--- src/rtl/updown_ctrl_pkg.sv ---
// rtl/updown_ctrl_pkg.sv - shared types and constants for the up/down move controller
//
// Purpose: state encoding, direction constants and default counter width
// used by updown_move_ctrl and its testbench.
package updown_ctrl_pkg;

  typedef enum logic [1:0] {
    IDLE  = 2'd0,
    MOVE  = 2'd1,
    DWELL = 2'd2,
    DONE  = 2'd3
  } state_t;

  localparam logic DIR_UP   = 1'b1;
  localparam logic DIR_DOWN = 1'b0;

  localparam int COUNT_W_DEFAULT = 3;

endpackage

--- src/rtl/dwell_timer.sv ---
// rtl/dwell_timer.sv - loadable down-counter timing the hold at target
//
// Purpose: counts the dwell period; last flags the final dwell cycle.
// Ports:
//   clock, reset_n  clock and asynchronous active-low reset
//   load, load_val  load the counter with load_val (wins over dec)
//   dec             decrement by one, saturating at zero
//   last            counter value equals 1
module dwell_timer #(
  parameter int DWELL_W = 4
) (
  input  logic               clock,
  input  logic               reset_n,
  input  logic               load,
  input  logic [DWELL_W-1:0] load_val,
  input  logic               dec,
  output logic               last
);

  logic [DWELL_W-1:0] value_q;

  always_ff @(posedge clock or negedge reset_n) begin
    if (!reset_n) begin
      value_q <= '0;
    end else if (load) begin
      value_q <= load_val;
    end else if (dec && (value_q != '0)) begin
      value_q <= value_q - 1'b1;
    end
  end

  assign last = (value_q == DWELL_W'(1));

endmodule

--- src/rtl/updown_move_ctrl.sv ---
// rtl/updown_move_ctrl.sv - steers an external up/down counter to a commanded target
//
// Purpose: accepts a (target, dwell) command, drives the counter along the
// shortest path around the ring, holds for the dwell time, then pulses done.
// Ports:
//   clock, reset_n           clock and asynchronous active-low reset
//   cmd_valid/cmd_ready      command handshake; cmd_target/cmd_dwell sampled on accept
//   abort                    terminate the active command
//   cnt_count                current counter value
//   cnt_enable/cnt_direction counter step enable and direction (1 = up)
//   busy, done, done_aborted status and one-cycle completion pulse
module updown_move_ctrl
  import updown_ctrl_pkg::*;
#(
  parameter int COUNT_W = COUNT_W_DEFAULT,
  parameter int DWELL_W = 4
) (
  input  logic               clock,
  input  logic               reset_n,
  input  logic               cmd_valid,
  output logic               cmd_ready,
  input  logic [COUNT_W-1:0] cmd_target,
  input  logic [DWELL_W-1:0] cmd_dwell,
  input  logic               abort,
  input  logic [COUNT_W-1:0] cnt_count,
  output logic               cnt_enable,
  output logic               cnt_direction,
  output logic               busy,
  output logic               done,
  output logic               done_aborted
);

  // Half the ring: a distance of exactly this much goes up.
  localparam logic [COUNT_W-1:0] HALF = COUNT_W'(1 << (COUNT_W - 1));

  state_t             state_q, state_d;
  logic [COUNT_W-1:0] target_q;
  logic [DWELL_W-1:0] dwell_q;
  logic               dir_q;
  logic               aborted_q;

  logic [COUNT_W-1:0] dist_up;
  logic               accept;
  logic               at_target;
  logic               timer_load;
  logic               timer_dec;
  logic               timer_last;
  logic               finish_aborted;

  assign dist_up   = cmd_target - cnt_count;
  assign accept    = cmd_valid && (state_q == IDLE);
  assign at_target = (cnt_count == target_q);

  dwell_timer #(.DWELL_W(DWELL_W)) u_dwell_timer (
    .clock    (clock),
    .reset_n  (reset_n),
    .load     (timer_load),
    .load_val (dwell_q),
    .dec      (timer_dec),
    .last     (timer_last)
  );

  always_comb begin
    state_d        = state_q;
    cnt_enable     = 1'b0;
    timer_load     = 1'b0;
    timer_dec      = 1'b0;
    finish_aborted = 1'b0;
    case (state_q)
      IDLE: begin
        if (cmd_valid) state_d = MOVE;
      end
      MOVE: begin
        if (abort) begin
          state_d        = DONE;
          finish_aborted = 1'b1;
        end else if (at_target) begin
          if (dwell_q != '0) begin
            state_d    = DWELL;
            timer_load = 1'b1;
          end else begin
            state_d = DONE;
          end
        end else begin
          cnt_enable = 1'b1;
        end
      end
      DWELL: begin
        timer_dec = 1'b1;
        if (abort) begin
          state_d        = DONE;
          finish_aborted = 1'b1;
        end else if (timer_last) begin
          state_d = DONE;
        end
      end
      DONE: begin
        state_d = IDLE;
      end
      default: begin
        state_d = IDLE;
      end
    endcase
  end

  always_ff @(posedge clock or negedge reset_n) begin
    if (!reset_n) begin
      state_q   <= IDLE;
      target_q  <= '0;
      dwell_q   <= '0;
      dir_q     <= DIR_UP;
      aborted_q <= 1'b0;
    end else begin
      state_q <= state_d;
      // Only the cycle entering DONE matters; DONE reads it one cycle later.
      aborted_q <= finish_aborted;
      if (accept) begin
        target_q <= cmd_target;
        dwell_q  <= cmd_dwell;
        dir_q    <= (dist_up <= HALF) ? DIR_UP : DIR_DOWN;
      end
    end
  end

  assign cmd_ready     = (state_q == IDLE);
  assign busy          = (state_q != IDLE);
  assign done          = (state_q == DONE);
  assign done_aborted  = (state_q == DONE) && aborted_q;
  assign cnt_direction = dir_q;

endmodule

--- config.mk ---
export PLATFORM = sky130hd
export DESIGN_NAME = updown_move_ctrl
export DESIGN_NICKNAME = d
export VERILOG_FILES = /design/src/rtl/updown_ctrl_pkg.sv /design/src/rtl/dwell_timer.sv /design/src/rtl/updown_move_ctrl.sv
export SDC_FILE = /design/constraint.sdc
export NUM_CORES = 1
export LEC_CHECK = 0
export ABC_CLOCK_PERIOD_IN_PS = 3500
export CORE_MARGIN = 2
export CORE_UTILIZATION = 30
export CTS_BUF_LIST = sky130_fd_sc_hd__clkbuf_4
export DETAILED_ROUTE_END_ITERATION = 8
export PLACE_DENSITY = 0.61
export SETUP_SLACK_MARGIN = 0.15
export SYNTH_ARGS = -nofsm -noshare
export SYNTH_HDL_FRONTEND = slang
export SYNTH_HIERARCHICAL = 1
export SYNTH_SLANG_ARGS = --single-unit
--- constraint.sdc ---
create_clock -name clock -period 3.5 [get_ports clock]
set_input_delay 0.7 -clock clock [delete_from_list [all_inputs] [get_ports clock]]
set_output_delay 0.7 -clock clock [all_outputs]
set_load 0.03 [all_outputs]
==> qor.yml <==
antenna_cells: 0
holdPathEnd: "cnt_direction"
synthFlopType: "dfrtp_1"
initial_core_util_pct: 31.1
cts.sinks: 15
p_per_area_nw_per_um2: 786
nNetsFinal: 139
cts_tree: "built"
cp.required_ps: 2800
avgSynthCellArea_um2: 10.1
layout_min_cycle_time_ps: 2980
synth_fa_ha_area_share_pct: 12.1
wire_per_inst_um: 12.3
mostFrequentLayoutCell: "clkdlybuf4s50_1"
syn_nets: 115
core-area_um2: 3000
start_kind: "input port"
grt-ovfl-total: 0
mostFrequentLayoutCells: "clkdlybuf4s50_1 (19), dfrtp_1 (14), nand2_1 (11)"
first_global_vias: 710
cts_setup_buffers: 0
max_freq_mhz: 336
synthCells: 92
port_buffers: 19
drtIter0Drc: 11
yosysUniqueCellTypes: 31
postRouteAntennaNets: 0
drive_gt1_share_pct: 11.3
relSlewSlack_pct: 52.4
synth_area_um2: 933
ioPinCount: 20
postCtsResizedCells: 0
via_per_inst: 4.80
area_growth_pct: 27.7
synth_top_family_by_area: "simple AND/OR/NAND/NOR gates"
die_h_um: 59.8
reg2reg_from: "state_q[1]"
ys_warn_count: 6
drv_slew: 0
r2r_end: "u_dwell_timer/value_q[3]"
cts_root_buf: "clkbuf_4"
finalCritPeriodShare_pct: 85.2
cts_hold_buf: 0
min_path_type: "reg -> reg"
crit_fanout: 2
gp_congestion: 0.804
clock_latency_ps: 290
end_kind: "output pin"
grt_util_all_layers_pct: 11.4
holdCritStartpoint: "cnt_direction"
worst_pin_slew_ps: 712
grt_max_degree: 16
std_cell_rows: 20
ir_drop_v: 0.000239
synth_seq_area_share_pct: 40.3
drt-total-wl_um: 1820
r2r_cells: 7
worstHoldPathCells: 2
drc: 0
dp_hpwl_um: 1380
final-hold-violation-count: 0
clock_path_buffers: 2
die_w_um: 59.8
synthSimpleGateAreaFrac_pct: 20.2
synth_mux_area_share_pct: 8.31
path_class: "in -> out"
fin_skew_ps: 6.34
reg2reg_slack_ps: 1800
async_flop_share_pct: 100
status: "complete, no violations"
rsz0062_at_grt: "no"
clk_pin_slew_ps: 100
tns_ps: 0
finalSetupViolations: 0
synth_seq_cells: 15
p_leak_nw: 0.531
htree_levels: 1
crit_arrival_ps: 2280
grt_pass1_wl_um: 3060
fin_hold_ws_ps: 472
numCtsBuffers: 3
via_count: 711
synthXorXnorAreaFrac_pct: 3.75
synth-edff-count: 0
antenna_found_initial: 0
synth-compound-area-share_pct: 11.3
dieArea_um2: 3570
drt_first_pass_iters: 3
maxCapViolCount: 0
## sequential cells by signal, indices dropped and copies added, names as in the netlist
signal,cells
aborted_q,1
cnt_direction,1
dwell_q,4
state_q,2
target_q,3
u_dwell_timer/value_q,4
## through the flow
step	utilization [%]	total power [mW]	std cells	area (um2)	setup WS [ps]
2_1_floorplan	-	0.690	92	933	1380
3_5_place_dp	38.8	0.835	144	1160	494
4_1_cts	39.7	0.944	148	1190	492
6_report	39.7	0.937	148	1190	519
5_1_grt	39.7	1.02	148	1190	467
3_3_place_gp	38.8	0.818	144	1160	482
## layer usage
metal | global-route usage (%) | share of wire (%)
met1 | 14.1 | 48
met2 | 18.8 | 46
met3 | 1.08 | 3.5
met4 | 6.98 | 1.9
met5 | 0 | 0
## worst max path at each step
stage | endpoint | startpoint
after floorplan | cnt_enable | cnt_count[0]
after global placement | cnt_enable | cnt_count[0]
after detailed placement | cnt_enable | cnt_count[0]
after CTS | cnt_enable | cnt_count[0]
after global routing | cnt_enable | cnt_count[0]
final | cnt_enable | cnt_count[0]
## logic make-up (layout without fill, tap and decap cells)
kind of cell               Yosys count  after routing
AOI/OAI and AO/OA                   17             17
xor gates and xnor gates             4              4
adders and majority gates            9              9
buffers and inverters                9             32
DFF                                 15             15
muxes                                7              7
and+or+nand+nor                     31             31
## power by group
part	leakage [nW]	switching, mW	internal, mW
combinational	0.335	0.254	0.240
clock	0.0177	0.0615	0.0424
sequential	0.179	0.0754	0.264
total	0.531	0.391	0.546
## worst max-delay path: stages
cell	delay (ps)
clkdlybuf4s50_1	440
xnor2_1	150
and3_1	190
nor2_1	120
clkdlybuf4s50_1	680
## cell usage after synthesis (2+ instances only)
master / instances / area [um2]
a21oi_1: 5 / 25.0
inv_1: 8 / 30.0
xnor2_1: 3 / 26.3
and4b_1: 2 / 20.0
ha_1: 9 / 113
o21ai_0: 2 / 10.0
and2_1: 2 / 12.5
mux2_1: 2 / 22.5
nor3b_1: 4 / 30.0
nand2b_1: 3 / 18.8
o21ai_1: 6 / 30.0
dfrtp_1: 14 / 350
mux2_2: 4 / 45.0
nand2_1: 11 / 41.3
## final cells by class
cell class / instances / area (um2)
fillers: 310 / 1810
multi-input cells: 68 / 519
flip-flops and latches: 15 / 377
repair buffers: 20 / 198
well taps: 33 / 41.3
inverters: 8 / 30.0
clock buffers: 3 / 22.5
clock inverters: 1 / 5.00
(Power assumes the default switching activity.)
